## src/rtl/rtc_bus_scheduler_if.sv

```systemverilog
// rtc_bus_scheduler_if
// Groups the scheduler's handshake signals into one bundle:
//   write request : wr_req, wr_addr, wr_data -> wr_ack
//   access engine : acc_start, acc_wr, acc_addr, acc_wdata -> acc_done, acc_rdata
//   read results  : rd_valid, rd_index, rd_data
// Modports:
//   master - the scheduler (drives acc_*, wr_ack, rd_*)
//   slave  - the surrounding logic (register requester, engine, memory bank)
interface rtc_bus_scheduler_if;
    logic       wr_req;
    logic [7:0] wr_addr;
    logic [7:0] wr_data;
    logic       wr_ack;

    logic       acc_start;
    logic       acc_wr;
    logic [7:0] acc_addr;
    logic [7:0] acc_wdata;
    logic       acc_done;
    logic [7:0] acc_rdata;

    logic       rd_valid;
    logic [3:0] rd_index;
    logic [7:0] rd_data;

    modport master (
        input  wr_req, wr_addr, wr_data, acc_done, acc_rdata,
        output wr_ack, acc_start, acc_wr, acc_addr, acc_wdata,
               rd_valid, rd_index, rd_data
    );

    modport slave (
        output wr_req, wr_addr, wr_data, acc_done, acc_rdata,
        input  wr_ack, acc_start, acc_wr, acc_addr, acc_wdata,
               rd_valid, rd_index, rd_data
    );
endinterface

```

## src/rtl/rtc_bus_scheduler.sv

```systemverilog
// rtc_bus_scheduler
// Sequences all RTC bus accesses through the access engine: two init writes
// after reset, then periodic read sweeps over the time/date/timer registers,
// with configuration writes slotted in between sweep accesses.
// Ports:
//   clk          - system clock
//   reset        - synchronous, active-low reset
//   tick_refresh - one-cycle request for a read sweep
//   bus          - rtc_bus_scheduler_if.master (write request, engine, read results)
//   sweep_done   - one-cycle pulse after the last read of a sweep
//   busy         - high in every state except IDLE
//   timeout_err  - sticky watchdog flag
// Optional feature: define RTC_SCHED_TIMEOUT_EN to enable the WAIT watchdog
// (TIMEOUT_CYCLES); otherwise WAIT waits indefinitely and timeout_err is 0.
//
// state      | meaning
// INIT_W0    | issue init write 0x02 <- 0x10
// INIT_WAIT0 | wait for engine on first init write
// INIT_W1    | issue init write 0x02 <- 0x00
// INIT_WAIT1 | wait for engine on second init write
// IDLE       | nothing to do
// ISSUE_WR   | acc_start for a requested write
// WAIT_WR    | wait for engine on requested write
// WR_ACK     | wr_ack pulse
// ISSUE_RD   | acc_start for sweep read at pointer
// WAIT_RD    | wait for engine on sweep read
// RD_OUT     | rd_valid pulse with captured byte
// NEXT       | pick write / next read / end of sweep
module rtc_bus_scheduler #(
    parameter int SWEEP_LEN      = 10,
    parameter int TIMEOUT_CYCLES = 1023
) (
    input  logic                     clk,
    input  logic                     reset,
    input  logic                     tick_refresh,
    rtc_bus_scheduler_if.master      bus,
    output logic                     sweep_done,
    output logic                     busy,
    output logic                     timeout_err
);

    typedef enum logic [3:0] {
        INIT_W0, INIT_WAIT0, INIT_W1, INIT_WAIT1, IDLE,
        ISSUE_WR, WAIT_WR, WR_ACK, ISSUE_RD, WAIT_RD, RD_OUT, NEXT
    } state_t;

    localparam logic [3:0] SWEEP_END = 4'(SWEEP_LEN);

    state_t     state, next_state;
    logic       live;          // low only in the cycle(s) right after reset, keeps outputs quiet
    logic [3:0] ptr;
    logic       pending;
    logic       sweep_active;
    logic [7:0] wr_addr_q, wr_data_q, rdata_q;
    logic       abandon;
    logic       more_reads;

    function automatic logic [7:0] sweep_addr(input logic [3:0] idx);
        case (idx)
            4'd0:    return 8'h21;
            4'd1:    return 8'h22;
            4'd2:    return 8'h23;
            4'd3:    return 8'h24;
            4'd4:    return 8'h25;
            4'd5:    return 8'h26;
            4'd6:    return 8'h27;
            4'd7:    return 8'h41;
            4'd8:    return 8'h42;
            4'd9:    return 8'h43;
            default: return 8'h00;
        endcase
    endfunction

    assign more_reads = sweep_active && (ptr < SWEEP_END);

`ifdef RTC_SCHED_TIMEOUT_EN
    localparam int CW = $clog2(TIMEOUT_CYCLES + 1);
    logic [CW-1:0] wait_cnt;
    logic          in_wait;
    logic          err_q;

    assign in_wait = (state == INIT_WAIT0) || (state == INIT_WAIT1) ||
                     (state == WAIT_WR)    || (state == WAIT_RD);
    // Count 0..TIMEOUT_CYCLES-1 covers TIMEOUT_CYCLES wait cycles.
    assign abandon = in_wait && !bus.acc_done && (wait_cnt == CW'(TIMEOUT_CYCLES - 1));

    always_ff @(posedge clk) begin
        if (!reset) begin
            wait_cnt <= '0;
            err_q    <= 1'b0;
        end else begin
            if (in_wait && !abandon) wait_cnt <= wait_cnt + 1'b1;
            else                     wait_cnt <= '0;
            if (abandon) err_q <= 1'b1;
        end
    end
    assign timeout_err = err_q;
`else
    assign abandon     = 1'b0;
    assign timeout_err = 1'b0;
`endif

    always_ff @(posedge clk) begin
        if (!reset) state <= INIT_W0;
        else        state <= next_state;
    end

    always_comb begin
        next_state = state;
        case (state)
            INIT_W0:    if (live) next_state = INIT_WAIT0;
            INIT_WAIT0: if (bus.acc_done || abandon) next_state = INIT_W1;
            INIT_W1:    next_state = INIT_WAIT1;
            INIT_WAIT1: if (bus.acc_done || abandon) next_state = IDLE;
            IDLE: begin
                if (bus.wr_req)                   next_state = ISSUE_WR;
                else if (pending || tick_refresh) next_state = ISSUE_RD;
            end
            ISSUE_WR:   next_state = WAIT_WR;
            WAIT_WR:    if (bus.acc_done || abandon) next_state = WR_ACK;
            WR_ACK:     next_state = NEXT;
            ISSUE_RD:   next_state = WAIT_RD;
            WAIT_RD: begin
                if (bus.acc_done)  next_state = RD_OUT;
                else if (abandon)  next_state = NEXT;
            end
            RD_OUT:     next_state = NEXT;
            NEXT: begin
                if (bus.wr_req)      next_state = ISSUE_WR;
                else if (more_reads) next_state = ISSUE_RD;
                else                 next_state = IDLE;
            end
            default:    next_state = IDLE;
        endcase
    end

    always_comb begin
        bus.acc_start = 1'b0;
        bus.acc_wr    = 1'b0;
        bus.acc_addr  = 8'h00;
        bus.acc_wdata = 8'h00;
        bus.wr_ack    = 1'b0;
        bus.rd_valid  = 1'b0;
        bus.rd_index  = 4'd0;
        bus.rd_data   = 8'h00;
        sweep_done    = 1'b0;
        busy          = live && (state != IDLE);
        case (state)
            INIT_W0: if (live) begin
                bus.acc_start = 1'b1;
                bus.acc_wr    = 1'b1;
                bus.acc_addr  = 8'h02;
                bus.acc_wdata = 8'h10;
            end
            INIT_WAIT0: begin
                bus.acc_wr    = 1'b1;
                bus.acc_addr  = 8'h02;
                bus.acc_wdata = 8'h10;
            end
            INIT_W1: begin
                bus.acc_start = 1'b1;
                bus.acc_wr    = 1'b1;
                bus.acc_addr  = 8'h02;
            end
            INIT_WAIT1: begin
                bus.acc_wr    = 1'b1;
                bus.acc_addr  = 8'h02;
            end
            ISSUE_WR: begin
                bus.acc_start = 1'b1;
                bus.acc_wr    = 1'b1;
                bus.acc_addr  = bus.wr_addr;
                bus.acc_wdata = bus.wr_data;
            end
            WAIT_WR: begin
                bus.acc_wr    = 1'b1;
                bus.acc_addr  = wr_addr_q;
                bus.acc_wdata = wr_data_q;
            end
            WR_ACK:   bus.wr_ack = 1'b1;
            ISSUE_RD: begin
                bus.acc_start = 1'b1;
                bus.acc_addr  = sweep_addr(ptr);
            end
            WAIT_RD:  bus.acc_addr = sweep_addr(ptr);
            RD_OUT: begin
                bus.rd_valid = 1'b1;
                bus.rd_index = ptr;
                bus.rd_data  = rdata_q;
            end
            NEXT:     sweep_done = !bus.wr_req && sweep_active && !more_reads;
            default: ;
        endcase
    end

    always_ff @(posedge clk) begin
        if (!reset) begin
            live         <= 1'b0;
            ptr          <= 4'd0;
            pending      <= 1'b0;
            sweep_active <= 1'b0;
            wr_addr_q    <= 8'h00;
            wr_data_q    <= 8'h00;
            rdata_q      <= 8'h00;
        end else begin
            live <= 1'b1;
            if (state == ISSUE_WR) begin
                wr_addr_q <= bus.wr_addr;
                wr_data_q <= bus.wr_data;
            end
            if (state == WAIT_RD && bus.acc_done) rdata_q <= bus.acc_rdata;
            if (state == RD_OUT || (state == WAIT_RD && abandon)) ptr <= ptr + 4'd1;
            // A tick seen in IDLE starts the sweep directly; any other tick is remembered.
            if (state == IDLE && next_state == ISSUE_RD) begin
                ptr          <= 4'd0;
                sweep_active <= 1'b1;
                pending      <= 1'b0;
            end else if (tick_refresh && (state != IDLE || bus.wr_req)) begin
                pending <= 1'b1;
            end
            if (state == NEXT && next_state == IDLE) sweep_active <= 1'b0;
        end
    end

endmodule
```

## src/flat_wrapper.sv

```systemverilog
// flat-port wrapper written by rule: the top's interface ports become plain ports
module rtc_bus_scheduler_flat 
#(
    parameter int SWEEP_LEN      = 10,
    parameter int TIMEOUT_CYCLES = 1023
)
  (clk, reset, tick_refresh, sweep_done, busy, timeout_err, bus_wr_req, bus_wr_addr, bus_wr_data, bus_acc_done, bus_acc_rdata, bus_wr_ack, bus_acc_start, bus_acc_wr, bus_acc_addr, bus_acc_wdata, bus_rd_valid, bus_rd_index, bus_rd_data);
  rtc_bus_scheduler_if bus_i ();
  input  logic clk;
  input  logic reset;
  input  logic tick_refresh;
  output logic sweep_done;
  output logic busy;
  output logic timeout_err;
  input wire logic [$bits(bus_i.wr_req)-1:0] bus_wr_req;
  input wire logic [$bits(bus_i.wr_addr)-1:0] bus_wr_addr;
  input wire logic [$bits(bus_i.wr_data)-1:0] bus_wr_data;
  input wire logic [$bits(bus_i.acc_done)-1:0] bus_acc_done;
  input wire logic [$bits(bus_i.acc_rdata)-1:0] bus_acc_rdata;
  output wire logic [$bits(bus_i.wr_ack)-1:0] bus_wr_ack;
  output wire logic [$bits(bus_i.acc_start)-1:0] bus_acc_start;
  output wire logic [$bits(bus_i.acc_wr)-1:0] bus_acc_wr;
  output wire logic [$bits(bus_i.acc_addr)-1:0] bus_acc_addr;
  output wire logic [$bits(bus_i.acc_wdata)-1:0] bus_acc_wdata;
  output wire logic [$bits(bus_i.rd_valid)-1:0] bus_rd_valid;
  output wire logic [$bits(bus_i.rd_index)-1:0] bus_rd_index;
  output wire logic [$bits(bus_i.rd_data)-1:0] bus_rd_data;
  assign bus_i.wr_req = bus_wr_req;
  assign bus_i.wr_addr = bus_wr_addr;
  assign bus_i.wr_data = bus_wr_data;
  assign bus_i.acc_done = bus_acc_done;
  assign bus_i.acc_rdata = bus_acc_rdata;
  assign bus_wr_ack = bus_i.wr_ack;
  assign bus_acc_start = bus_i.acc_start;
  assign bus_acc_wr = bus_i.acc_wr;
  assign bus_acc_addr = bus_i.acc_addr;
  assign bus_acc_wdata = bus_i.acc_wdata;
  assign bus_rd_valid = bus_i.rd_valid;
  assign bus_rd_index = bus_i.rd_index;
  assign bus_rd_data = bus_i.rd_data;
  rtc_bus_scheduler #(.SWEEP_LEN(SWEEP_LEN), .TIMEOUT_CYCLES(TIMEOUT_CYCLES)) u_core (.clk(clk), .reset(reset), .tick_refresh(tick_refresh), .bus(bus_i), .sweep_done(sweep_done), .busy(busy), .timeout_err(timeout_err));
endmodule
```

## config.mk

```make
export PLATFORM = sky130hd
export DESIGN_NAME = rtc_bus_scheduler_flat
export DESIGN_NICKNAME = d
export VERILOG_FILES = /design/src/rtl/rtc_bus_scheduler_if.sv /design/src/rtl/rtc_bus_scheduler.sv /design/src/flat_wrapper.sv
export SDC_FILE = /design/constraint.sdc
export NUM_CORES = 1
export LEC_CHECK = 0
export ABC_CLOCK_PERIOD_IN_PS = 2000
export CAP_MARGIN = 30
export CORE_MARGIN = 3
export CORE_UTILIZATION = 43
export CTS_CLUSTER_SIZE = 10
export DETAILED_ROUTE_END_ITERATION = 12
export PLACE_DENSITY = 0.77
export SLEW_MARGIN = 20
export SYNTH_ARGS = -nofsm -noshare
export SYNTH_HDL_FRONTEND = slang
export SYNTH_SLANG_ARGS = --single-unit
```

## constraint.sdc

```tcl
create_clock -name clk -period 2 [get_ports clk]
set_input_delay 0.4 -clock clk [delete_from_list [all_inputs] [get_ports clk]]
set_output_delay 0.4 -clock clk [all_outputs]
set_load 0.005 [all_outputs]
```

Yosys cells after proc, flatten, opt, wreduce, memory -nomap -nowiden
Memory sizes are Yosys's and may differ from the RTL's. A register that Yosys moved wholly into a read port is not among the register bits.
Index checks and enable logic that the tools add are counted.
{"block": "word_totals", "regBits": 35, "romBits": 160, "inputBits": 29, "out_inout_bits": 35, "elab_cells": 73, "memories": 2}
{"block": "classes", "add_sub_neg": 1, "magnitude_cmp": 1, "eq_ne": 14, "n_mux": 27, "n_bitwise": 1, "n_reduce_logical": 19}
{"memory": "(name not given)", "depth": 16, "width": 5, "read_ports": 1, "rd_ports_with_merged_regs": 1, "wr": 0, "line": "rtc_bus_scheduler.sv:59", "rtl": "case (idx)"}
{"memory": "(name not given)", "depth": 16, "width": 5, "read_ports": 1, "rd_ports_with_merged_regs": 1, "wr": 0, "line": "rtc_bus_scheduler.sv:59"}
{"cell": "$mux W4", "n": 14}
{"cell": "$pmux W8 S6", "n": 1}
{"cell": "$pmux W4 S11", "n": 1}
{"cell": "$pmux W8 S4", "n": 1}
{"cell": "$eq A4 B3 Y1 const B", "n": 5}
{"cell": "$eq A4 B4 Y1 const B", "n": 5}
{"cell": "$eq A4 B2 Y1 const B", "n": 2}
{"cell": "$logic_and A1 B1 Y1", "n": 8}
{"cell": "$mux W8", "n": 1}
{"cell": "$reduce_or A2 Y1", "n": 3}
{"cell": "$reduce_or A3 Y1", "n": 2}
{"cell": "$mux W1", "n": 5}
{"cell": "$mux W5", "n": 1}
{"cell": "$reduce_or A5 Y1", "n": 1}
{"cell": "$add A4 B1 Y4 const B", "n": 1}
{"cell": "$eq A4 B1 Y1 const B", "n": 1}
{"cell": "$logic_not A4 Y1", "n": 1}
{"cell": "$lt A4 B4 Y1 const B", "n": 1}
{"cell": "$ne A4 B3 Y1 const B", "n": 1}
{"cell": "$pmux W1 S2", "n": 2}
{"cell": "$logic_not A1 Y1", "n": 2}
{"cell": "$logic_or A1 B1 Y1", "n": 2}
{"cell": "$mux W2", "n": 1}
{"cell": "$not A1 Y1", "n": 1}

Logic depth before layout (Yosys ltp)
{"block": "logic_depth", "word_depth": 9, "ltp_mapped": 10, "ltp_nobuf": 8}

Worst setup path after synthesis
No wires, ideal clock.
{"block": "synth_path", "path_type": "flip-flop to flip-flop", "startpoint": "reg u_core.state[0]", "endpoint": "reg (tool-made name)", "setup_ns": 0.069, "arrival_time_ns": 2.039, "required_time_ns": 1.931, "slack_ns": -0.108, "path_stages_with_launch": 10, "n_path_buf": 3, "synth_period_minus_slack_ns": 2.108, "cell_sequence": "dfxtp_1 buf_6 and4bb_1 buf_4 clkbuf_1 ha_1 and2_1 ha_1 mux2_1 o21ai_1"}
{"item": "start: declaration", "line": "rtc_bus_scheduler.sv:49", "rtl": "state_t state, next_state;"}
{"item": "start signal: assignment", "line": "rtc_bus_scheduler.sv:105", "rtl": "else state <= next_state;"}

Final worst setup path
{"block": "layout_path", "startpoint": "reg u_core.state[3]", "endpoint": "out busy"}
{"block": "layout_via", "elab_chain_cells": 2}
{"item": "$ne A4 B3 Y1", "line": "rtc_bus_scheduler.sv:147", "rtl": "busy = live && (state != IDLE);"}
{"item": "$logic_and A1 B1 Y1", "line": "rtc_bus_scheduler.sv:147"}
{"item": "end: declaration", "line": "flat_wrapper.sv:13", "rtl": "output logic busy;"}
No other way between the ends.

==> results.cfg <==
[run_status]
status = complete, but fails checks
violations = setup timing

[placement]
place_inst = 422
place_area_um2 = 3140
place_congestion = 0.845
port_buffers = 62
hpwl_um = 4000

[timing]
slew_violations = 0
hold_viol_final = 0
max_freq_ghz = 0.491
worst_slew_pin_slew_ns = 0.562
rsz0062_at_grt = yes
fin_crit_ns = 2.04
relSlewSlack_pct = 62.4
period_share_pct = 102
setup_ws_ns = -0.0380
finalSetupViolations = 1
whs_ns = 0.409
final.setup_skew_ns = 0.00683

[power_and_ir_drop]
switchingPower_uw = 430
switching_share_pct = 24.3
power_density_nw_per_um2 = 513
power_uw = 1770
p_int_uw = 1340
pwr-share-seq_pct = 46.3
p_comb_share_pct = 15.1
vdd_drop_max_mv = 0.402
power_leakage_uw = 0.00165
clockPowerShare_pct = 38.6

[floorplanning]
die_w_um = 77.1
core_area_um2 = 4820
die_area_um2 = 5940
fp-row-count = 25
pin_count = 64
die_h_um = 77.1
start_util_pct = 45.1

[setup_path]
crit_type = reg -> out
cp.arrival_ns = 1.64
start_kind = flop
crit_required_ns = 1.60
end_kind = primary output
cp_max_fo = 6

[min_path]
min_path_type = in -> reg

[yosys]
syn_inst = 265
synth_nets = 300
synth_cell_types = 52
yosys.area.top_type = dfxtp_1
synth.yosys.seq_area_share_pct = 36.9
synth_top_area_share_pct = 36.9
avgSynthCellArea_um2 = 8.20
yosysWarnings = 0
synth_area_leaders = dfxtp_1, nand2_1, a21boi_1, and2_1, mux2i_1
ys_ff_latch = 40
syn_area_um2 = 2170

[cells_and_area]
antenna_cells = 0
stdcell_area_um2 = 3440
final_cell_mix = nand2_1, buf_4, dfxtp_1
drive_gt1_share_pct = 30.0
nets = 414
final.fill_count = 386
final_common_cell = nand2_1
area_delta_synth_final_pct = 58.5
finalNonFillerCells = 447

[drt]
ant_nets = 0
drtIter0Drc = 141
wirelength_um = 5890
route.vias.total = 2246
wl_per_cell_um = 13.2
drcViolationCount = 0
viasPerCell = 5.02
dr.pass1.iters = 4

[clock_tree]
cts-htree-levels = 2
clk_pin_slew_ns = 0.08
cts_sinks = 40
worstSkewPairLatency_ns = 0.29
cts_buffers = 5
hold_buffers = 0
cts_root_buf = clkbuf_8
clockBufferDepth = 2
cts_tree = built

[grt]
antenna_found_initial = 0
grt_util_all_layers_pct = 19.3
grt_max_degree = 33
grt_pass1_wl_um = 9560
overflow = 0
grt_pass1_vias = 2165

[run]
max-cap-violations = 0
==> stage by stage <==
stage / TNS, ns / utilization, % / setup slack [ns]
finish: -0.0380 / 71.5 / -0.0380
global route: -0.334 / 71.5 / -0.0930
CTS: -0.492 / 68.6 / -0.245
detailed placement: -1.31 / 65.2 / -0.228
global placement: -0.709 / 65.2 / -0.155
floorplan: 0 / - / 0.00467
==> critical path, cell delays in order, from the launching register on <==
cell and delay [ns]:
dfxtp_2 0.33, nand2b_4 0.17, buf_4 0.14, buf_4 0.15, nand2b_1 0.15, and2_1 0.16, dlygate4sd2_1 0.26
==> what timing repair did <==
action,4_1_cts,5_1_grt
pin swaps,9,8
setup endpoints to repair,35,18
gates resized for setup,79,36
gates cloned,1,0
setup buffers,6,12
==> cells by family (layout without fill, tap and decap cells) <==
group | count (synthesis) | after routing | share of synthesized area (%)
AO/OA/AOI/OAI | 59 | 59 | 18.8
XOR/XNOR | 4 | 4 | 2.82
adder cells (fa/ha/maj) | 6 | 6 | 3.46
buffers and inverters | 24 | 139 | 5.18
flip-flops | 40 | 40 | 36.9
multiplexers | 10 | 10 | 4.72
other | 1 | 1 | 0.173
AND/OR/NAND/NOR | 121 | 121 | 28.0
==> worst paths after layout <==
check	startpoint	endpoint	slack [ns]	cells past startpoint
max	u_core.state[3]	busy	-0.04	6
min	bus_wr_data[4]	u_core.wr_data_q[4]	0.41	3
max reg2reg	u_core.state[0]	flop	0.06	8
min reg2reg	u_core.wr_data_q[1]	u_core.wr_data_q[1]	0.45	2
==> per-layer routing <==
| metal | global-route usage (%) | routed length [µm] |
|---|---|---|
| met4 | 3.74 | 34 |
| met3 | 4.23 | 378 |
| met5 | 0 | 0 |
| met1 | 24.1 | 2580 |
| met2 | 34.1 | 2900 |
==> synth_stat cells (all sizes together) <==
cell / count
o31a: 1
conb: 1
nor2: 15
nor3: 4
ha: 6
a41oi: 1
o211a: 1
a31o: 1
nand3: 1
o211ai: 2
buf: 8
nor4b: 1
a22oi: 4
nand4: 1
xor2: 1
a21oi: 10
a32o: 1
or3: 1
mux2i: 8
dfxtp: 40
o221a: 2
o31ai: 1
xnor2: 3
inv: 7
a21o: 2
nand2b: 3
mux2: 2
a211oi: 1
o22ai: 2
a31oi: 2
a221oi: 1
a21boi: 16
o21ai: 9
and4bb: 1
or2: 1
and2: 16
clkbuf: 9
nand2: 63
nor2b: 9
o21bai: 2
and3: 4
nor3b: 1
==> final cells by class <==
type	count	area (µm²)	share of cell area (%)
multi-input combinational	201	1340	38.9
timing repair buffer	124	1060	30.9
sequential	40	811	23.6
tap	67	83.8	2.44
clock buffer	5	68.8	2.00
clock inverter	3	46.3	1.34
inverter	7	28.8	0.836
==> power groups by stage <==
stage | registers [µW] | clock network, µW | logic, µW
detailed placement | 835 | 0 | 250
global route | 819 | 714 | 288
CTS | 817 | 692 | 249
finish | 818 | 681 | 267
floorplan | 829 | 0 | 112
global placement | 835 | 0 | 247
(Power assumes the default switching activity.)
